`config.mk`:
```
export PLATFORM = sky130hd
export DESIGN_NAME = timer_controller
export DESIGN_NICKNAME = d
export VERILOG_FILES = /design/src/rtl/timer_controller.sv
export SDC_FILE = /design/constraint.sdc
export NUM_CORES = 1
export LEC_CHECK = 0
export ABC_AREA = 1
export CAP_MARGIN = 40
export CORE_AREA = 2 2 80 82
export CTS_BUF_LIST = sky130_fd_sc_hd__clkbuf_2
export CTS_CLUSTER_DIAMETER = 80
export CTS_CLUSTER_SIZE = 14
export DETAILED_ROUTE_END_ITERATION = 6
export DIE_AREA = 0 0 82 84
export PLACE_DENSITY = 0.8
export SETUP_SLACK_MARGIN = 0.05
export SYNTH_ARGS = -nofsm -noshare
export SYNTH_HDL_FRONTEND = slang
export SYNTH_SLANG_ARGS = --single-unit
```
`constraint.sdc`:
```
create_clock -name clock -period 3.1 [get_ports clock]
set_input_delay 0.62 -clock clock [delete_from_list [all_inputs] [get_ports clock]]
set_output_delay 0.62 -clock clock [all_outputs]
set_load 0.005 [all_outputs]
```
`src/rtl/timer_controller.sv`:
```
// Programmable interval timer: a prescaler and a main down-counter sequenced by
// a two-state controller, with a sticky expiry interrupt and an overrun flag.

// Loadable down-counter with an active-high synchronous clear.
module sync_parallel_counter #(
  parameter int WIDTH = 8
) (
  input  logic             clock,
  input  logic             rst,
  input  logic             load,
  input  logic             dec,
  input  logic [WIDTH-1:0] din,
  output logic [WIDTH-1:0] q
);

  // Clear beats load, load beats decrement.
  always_ff @(posedge clock) begin
    if (rst)       q <= '0;
    else if (load) q <= din;
    else if (dec)  q <= q - WIDTH'(1);
  end

endmodule

module timer_controller #(
  parameter int DATA_SIZE      = 16,
  parameter int PRESCALER_SIZE = 8
) (
  input  logic                      clock,
  input  logic                      reset,
  input  logic                      start,
  input  logic                      stop,
  input  logic                      periodic,
  input  logic [DATA_SIZE-1:0]      period,
  input  logic [PRESCALER_SIZE-1:0] prescale,
  input  logic                      irq_ack,
  output logic                      busy,
  output logic                      irq,
  output logic                      overrun,
  output logic [DATA_SIZE-1:0]      count
);

  typedef enum logic {IDLE, RUN} state_t;

  state_t                    state_q, state_d;
  logic [DATA_SIZE-1:0]      period_r;
  logic [PRESCALER_SIZE-1:0] prescale_r;
  logic                      periodic_r;

  logic [DATA_SIZE-1:0]      cnt_q, cnt_din;
  logic [PRESCALER_SIZE-1:0] pre_q, pre_din;
  logic                      cnt_load, cnt_dec, pre_load, pre_dec;
  logic                      start_ok, start_acc, fire;
  logic                      counter_rst;

  // A zero period would expire immediately, so such a start is ignored.
  assign start_ok    = start && (period != '0);
  assign counter_rst = ~reset;

  sync_parallel_counter #(.WIDTH(PRESCALER_SIZE)) u_prescaler (
    .clock (clock),
    .rst   (counter_rst),
    .load  (pre_load),
    .dec   (pre_dec),
    .din   (pre_din),
    .q     (pre_q)
  );

  sync_parallel_counter #(.WIDTH(DATA_SIZE)) u_main (
    .clock (clock),
    .rst   (counter_rst),
    .load  (cnt_load),
    .dec   (cnt_dec),
    .din   (cnt_din),
    .q     (cnt_q)
  );

  // State register.
  always_ff @(posedge clock) begin
    if (!reset) state_q <= IDLE;
    else        state_q <= state_d;
  end

  // Next state and counter sequencing; stop beats start beats tick.
  always_comb begin
    state_d   = state_q;
    cnt_load  = 1'b0;
    cnt_dec   = 1'b0;
    cnt_din   = period;
    pre_load  = 1'b0;
    pre_dec   = 1'b0;
    pre_din   = prescale;
    start_acc = 1'b0;
    fire      = 1'b0;
    case (state_q)
      IDLE: begin
        if (start_ok) begin
          start_acc = 1'b1;
          cnt_load  = 1'b1;
          pre_load  = 1'b1;
          state_d   = RUN;
        end
      end
      RUN: begin
        if (stop) begin
          state_d  = IDLE;
          cnt_load = 1'b1;
          cnt_din  = '0;
          pre_load = 1'b1;
          pre_din  = '0;
        end else if (start_ok) begin
          start_acc = 1'b1;
          cnt_load  = 1'b1;
          pre_load  = 1'b1;
        end else if (pre_q == '0) begin
          pre_load = 1'b1;
          pre_din  = prescale_r;
          if (cnt_q == DATA_SIZE'(1)) begin
            fire = 1'b1;
            if (periodic_r) begin
              cnt_load = 1'b1;
              cnt_din  = period_r;
            end else begin
              cnt_dec = 1'b1;
              state_d = IDLE;
            end
          end else begin
            cnt_dec = 1'b1;
          end
        end else begin
          pre_dec = 1'b1;
        end
      end
      default: state_d = IDLE;
    endcase
  end

  // Configuration captured only on an accepted start; meaningless until then.
  always_ff @(posedge clock) begin
    if (start_acc) begin
      period_r   <= period;
      prescale_r <= prescale;
      periodic_r <= periodic;
    end
  end

  // Sticky flags: an expiry wins over a same-cycle ack and is not an overrun.
  always_ff @(posedge clock) begin
    if (!reset) begin
      irq     <= 1'b0;
      overrun <= 1'b0;
    end else begin
      if (fire)         irq <= 1'b1;
      else if (irq_ack) irq <= 1'b0;
      if (fire && irq && !irq_ack) overrun <= 1'b1;
      else if (start_acc)          overrun <= 1'b0;
    end
  end

  assign busy  = (state_q == RUN);
  assign count = cnt_q;

endmodule
```
# Yosys cells after proc, flatten, opt, wreduce, memory -nomap -nowiden
# Index checks and enable logic that the tools add are counted.
[word_totals]
word_cells = 73
inputBits = 30
out_inout_bits = 19
reg_bits = 52
[op_classes]
n_reduce_logical = 10
add_sub_neg = 2
bitwise = 1
mux = 51
eq_ne = 1
[ops]
columns = ["cell", "count"]
rows = [
  ["16-bit two-way mux", 8],
  ["8-bit two-way mux", 6],
  ["1-bit two-way mux", 33],
  ["16-bit by 1-bit equality test with 1-bit output, second input constant", 1],
  ["16-bit nonzero test", 1],
  ["16-bit by 1-bit subtractor with 16-bit output, second input constant", 1],
  ["8-bit zero test", 1],
  ["1-bit case mux with 2 select lines", 4],
  ["2-bit nonzero test", 4],
  ["8-bit by 1-bit subtractor with 8-bit output, second input constant", 1],
  ["1-bit logical AND", 3],
  ["1-bit zero test", 1],
  ["1-bit inverter", 1],
]

# Depth between registers and ports, before layout
[logic_depth]
ltp_word = 9
mapped_depth = 15
mapped_depth_nobuf = 14

# Modules after synthesis
# A second synthesis with hierarchy kept.
[hier_totals]
cells_unflattened = 507
hier_area_um2 = 3473.3
[by_module_without_submodules]
columns = ["module", "cells_each", "seq_area_each_um2", "n_inst", "area_per_inst_um2"]
rows = [
  ["timer_controller", 271, 810.8, 1, 1886.8],
  ["sync_parallel_counter at u_main", 159, 320.3, 1, 1057.3],
  ["sync_parallel_counter at u_prescaler", 77, 160.2, 1, 529.3],
]

# Least setup slack after synthesis
# OpenSTA, ideal clock, no wires.
[synth_path]
kind = "input to register"
start = "in period[10]"
end = "reg overrun"
n_path_buf = 0
setup_slack_ps = 340
setup_time_ps = 117
arrival_time_ps = 2644
t_required_ps = 2983
path_stages = 9
path_cell_list = "nor2_1 nand2_1 nor2_1 nand2_1 nand2_4 a21oi_1 inv_1 a22oi_1 nor2_1"
[synth_via]
word_cells_on_any_way = 12
cone_classes = "mux (7); reduce/logical (5)"
[synth_lines]
columns = ["element", "line_no", "source"]
rows = [
  ["from (decl)", "34", "input logic [DATA_SIZE-1:0] period,"],
  ["16-bit nonzero test *", "57", "assign start_ok = start && (period != '0);"],
  ["1-bit logical AND *", "57", ""],
  ["1-bit two-way mux *", "97, 111", ""],
  ["1-bit two-way mux", "105", "if (stop) begin"],
  ["1-bit case mux with 2 select lines *", "95", "case (state_q)"],
  ["via start_acc", "53", "logic start_ok, start_acc, fire;"],
  ["2-bit nonzero test (no source line) *", "-", ""],
  ["to (signal assigned)", "151", "overrun <= 1'b0;"],
  ["to (signal assigned)", "155", "if (fire && irq && !irq_ack) overrun <= 1'b1;"],
  ["to (signal assigned)", "156", "else if (start_acc) overrun <= 1'b0;"],
  ["to (decl)", "39", "output logic overrun,"],
]
# The timed path passes the listed nets; every way through them passes the cells marked *.
# A chain may end at the register's enable or synchronous reset.

# Worst setup path in the final report
[layout_path]
start = "in period[4]"
end = "reg u_main.q[0]"
[layout_via]
elab_chain_len = 6
word_cells_on_any_way = 14
cone_classes = "mux (11); reduce/logical (3)"
[layout_rtl]
columns = ["element", "line_no", "source"]
rows = [
  ["16-bit nonzero test *", "57", ""],
  ["1-bit logical AND *", "57", ""],
  ["1-bit two-way mux or 16-bit two-way mux (tied branches)", "111", "end else if (start_ok) begin"],
  ["1-bit two-way mux or 16-bit two-way mux (tied branches)", "105", ""],
  ["1-bit case mux with 2 select lines (tied with other cells)", "95", ""],
  ["16-bit two-way mux or 2-bit nonzero test (tied branches)", "-", ""],
  ["to (signal assigned)", "19", "else if (load) q <= din;"],
  ["to (signal assigned)", "20", "else if (dec) q <= q - WIDTH'(1);"],
  ["to (decl)", "13", "output logic [WIDTH-1:0] q"],
]
# Every way passes the cells marked *; elsewhere a longest branch is shown, timed or not.

==> run_summary.xml <==
<?xml version="1.0" encoding="UTF-8"?>
<metrics>
  <group name="synthesis">
    <metric name="async_set_or_reset_flop_fraction_in_the_synthesized_netlist" unit="%">0</metric>
    <metric name="ys_top_cells_by_area" unit="">edfxtp_1 23%, dfxtp_1 17%, nand2_1 12%, o21ai_0 6.6%, inv_1 5.8%</metric>
    <metric name="syn_avg_cell_area" unit="µm²">7.31</metric>
    <metric name="synth-edff-count" unit="">25</metric>
    <metric name="ys_seq_elements" unit="">52</metric>
    <metric name="synth_fp_nets" unit="">476</metric>
    <metric name="synth_cell_types" unit="">35</metric>
    <metric name="yosys_warnings" unit="">0</metric>
    <metric name="syn-cell-area" unit="mm²">0.00324</metric>
    <metric name="yosys.area.top_type" unit="">edfxtp_1</metric>
    <metric name="synthCells" unit="">443</metric>
    <metric name="yosys.area.top_type_share" unit="%">23.2</metric>
    <metric name="dominantRegCellSynth" unit="">dfxtp_1</metric>
    <metric name="synth_sequential_area_ratio" unit="%">39.9</metric>
  </group>
  <group name="grt">
    <metric name="grtUsageTotal" unit="%">23.9</metric>
    <metric name="grt_max_degree" unit="">20</metric>
    <metric name="number_of_global_route_vias_before_repair" unit="">2774</metric>
    <metric name="number_of_antenna_violations_at_the_first_check_in_global_routing" unit="">0</metric>
    <metric name="globalRoute.totalOverflow" unit="">0</metric>
    <metric name="grt_pass1_wl" unit="mm">12.8</metric>
  </group>
  <group name="cts">
    <metric name="clock-sinks" unit="">52</metric>
    <metric name="cts_hold_buffers" unit="">0</metric>
    <metric name="tritoncts" unit="">yes</metric>
    <metric name="root_buffer" unit="">clkbuf_2</metric>
    <metric name="worst_skew_pair_latency" unit="ns">0.46</metric>
    <metric name="deepest_clock_path_buffer_count" unit="">2</metric>
    <metric name="cts.reportedPaths.clkPinSlew" unit="ns">0.24</metric>
    <metric name="cts.repair.resized" unit="">0</metric>
    <metric name="cts_setup_buffers" unit="">0</metric>
    <metric name="numCtsBuffers" unit="">5</metric>
    <metric name="cts-htree-levels" unit="">2</metric>
  </group>
  <group name="run">
    <metric name="maxCapViolations" unit="">0</metric>
  </group>
  <group name="setup_path">
    <metric name="timing.reg2reg.setup_slack" unit="ns">0.69</metric>
    <metric name="worst_setup_path_startpoint" unit="">period[4]</metric>
    <metric name="critical_path_data_arrival_time" unit="ns">2.81</metric>
    <metric name="critPathKind" unit="">input port to flop</metric>
    <metric name="worst_setup_path_end_kind" unit="">flop</metric>
    <metric name="critical_path.max_fanout" unit="">18</metric>
    <metric name="worstPathRequired" unit="ns">3.50</metric>
    <metric name="launch_instance_of_the_worst_register_to_register_path" unit="">busy</metric>
    <metric name="setup.worst_path.start_class" unit="">input port</metric>
  </group>
  <group name="timing">
    <metric name="worst_pin_slew" unit="ns">0.561</metric>
    <metric name="finalSetupViolCount" unit="">0</metric>
    <metric name="fin_crit_sh" unit="%">77.9</metric>
    <metric name="grt_setup_unrepaired" unit="">no</metric>
    <metric name="hold_viol_final" unit="">0</metric>
    <metric name="slew_viol_final" unit="">0</metric>
    <metric name="timing.clock.skew" unit="ns">0.0270</metric>
    <metric name="period_needed" unit="ns">2.42</metric>
    <metric name="clock.fmax" unit="MHz">414</metric>
    <metric name="final.setup.tns" unit="ns">0</metric>
    <metric name="timing.slew.headroom" unit="%">62.5</metric>
    <metric name="final.hold.worst_slack" unit="ns">0.546</metric>
  </group>
  <group name="pwr">
    <metric name="power.ir.vdd_worst" unit="V">0.000244</metric>
    <metric name="total_power_divided_by_cell_area" unit="mW/mm²">443</metric>
    <metric name="finalPower" unit="mW">1.72</metric>
    <metric name="power_leakage" unit="nW">1.72</metric>
  </group>
  <group name="detailed_routing">
    <metric name="met2WireLength" unit="mm">3.87</metric>
    <metric name="vias_per_cell" unit="">5.30</metric>
    <metric name="drt_first_pass_iters" unit="">4</metric>
    <metric name="wire_length_on_met1" unit="mm">3.42</metric>
    <metric name="topRoutingLayerUsed" unit="">met4</metric>
    <metric name="via_count" unit="">3003</metric>
    <metric name="wl_met3" unit="µm">405</metric>
    <metric name="detailedRoute.firstIterationViolations" unit="">191</metric>
    <metric name="avgRoutedWirePerCell" unit="µm">14.1</metric>
    <metric name="ant_nets" unit="">0</metric>
    <metric name="remaining_drc_errors" unit="">0</metric>
    <metric name="routed_wirelength" unit="mm">7.97</metric>
  </group>
  <group name="outcome">
    <metric name="outcome" unit="">complete, no violations</metric>
  </group>
  <group name="placed_design">
    <metric name="buffers_on_ports" unit="">48</metric>
    <metric name="placed_cell_area" unit="mm²">0.00380</metric>
    <metric name="globalplace.congestion" unit="">0.947</metric>
    <metric name="place.detailed.instances" unit="">559</metric>
    <metric name="placed_wire_length_estimate_after_detailed_placement" unit="mm">5.74</metric>
  </group>
  <group name="floorplan">
    <metric name="die_x" unit="µm">82</metric>
    <metric name="die_area" unit="mm²">0.00689</metric>
    <metric name="fp-row-count" unit="">29</metric>
    <metric name="pin_count" unit="">49</metric>
    <metric name="initial_util" unit="%">53.1</metric>
    <metric name="core_area" unit="mm²">0.00610</metric>
    <metric name="fp.dieH" unit="µm">84</metric>
  </group>
  <group name="final_layout">
    <metric name="synthToLayoutAreaGrowth" unit="%">20.0</metric>
    <metric name="layoutNonFillerInstCount" unit="">567</metric>
    <metric name="drive_above_1_share" unit="%">8.78</metric>
    <metric name="final_nets" unit="">522</metric>
    <metric name="final_cell_area" unit="mm²">0.00389</metric>
    <metric name="layout.cells.most_common_list" unit="">100 x nand2_1, 50 x inv_1, 48 x nor2_1, 48 x clkdlybuf4s50_1, 43 x o21ai_0</metric>
    <metric name="most_common_library_cell_in_the_layout_ignoring_fill_and_taps" unit="">nand2_1</metric>
    <metric name="n_antenna_cell" unit="">0</metric>
  </group>
  <group name="worst_hold_path">
    <metric name="worstHoldPathType" unit="">flop to flop</metric>
    <metric name="hp-start" unit="">u_main.q[0]</metric>
  </group>
</metrics>
## Yosys cell counts, drive strengths merged (2+ instances only)
cell type,instances
nor4,2
inv,52
clkbuf,5
nand3,24
a21oi,34
ha,3
o21ai,63
edfxtp,25
nor2,58
nand3b,3
xnor2,7
or2,2
dfxtp,27
xor2,9
nand2,109
buf,11
## registers in the layout (all words and copies together), names as in the netlist
| register | cells |
|---|---|
| busy | 1 |
| irq | 1 |
| overrun | 1 |
| period_r | 16 |
| periodic_r | 1 |
| prescale_r | 8 |
| u_main.q | 16 |
| u_prescaler.q | 8 |
## cells by family after synthesis
| family | synth area share, % |
|---|---|
| xor gates and xnor gates | 4.33 |
| buffers and inverters | 8.81 |
| adders and majority gates | 1.16 |
| DFF | 39.9 |
| AOI/OAI and AO/OA | 16.7 |
| and+or+nand+nor | 29.1 |
## power breakdown
part	total (mW)	switching [mW]	internal (mW)	leakage [nW]
registers	0.825	0.0502	0.775	0.465
clock network	0.443	0.223	0.220	0.0532
logic	0.454	0.257	0.197	1.20
total	1.72	0.530	1.19	1.72
## worst max-delay path, stage by stage
cell	delay, ns
clkdlybuf4s50_1	0.46
nor2_1	0.12
nand2_1	0.06
nor2_1	0.17
nand2_1	0.15
nand2_4	0.23
nand4_1	0.48
o21ai_0	0.32
nand2_1	0.09
a21oi_2	0.11
## layout make-up
cell class	instances	area (µm²)
timing repair buffer	55	546
tap	77	96.3
fill	555	2210
sequential	52	1290
clock inverter	2	60.1
multi-input combinational	322	1670
clock buffer	6	30.0
inverter	53	199
## per-stage QoR
step,setup WS (ns),utilization [%]
3_3_place_gp,0.294,62.3
4_1_cts,0.736,63.8
2_1_floorplan,0.340,-
5_1_grt,0.418,63.8
6_report,0.684,63.8
3_5_place_dp,0.212,62.3
## worst paths after layout
kind	endpoint	cells past startpoint
hold / removal	u_main.q[0]	2
setup reg to reg	u_main.q[0]	7
hold reg to reg	u_main.q[0]	2
setup / recovery	u_main.q[0]	10
## metal layers
| layer | GRT usage [%] | up-vias |
|---|---|---|
| met5 | 0 | - |
| met4 | 9.70 | 0 |
| met3 | 4.55 | 21 |
| met2 | 37.9 | 86 |
| met1 | 31.7 | 1363 |
| li1 | - | 1533 |
Power figures use the tool's default switching activity.
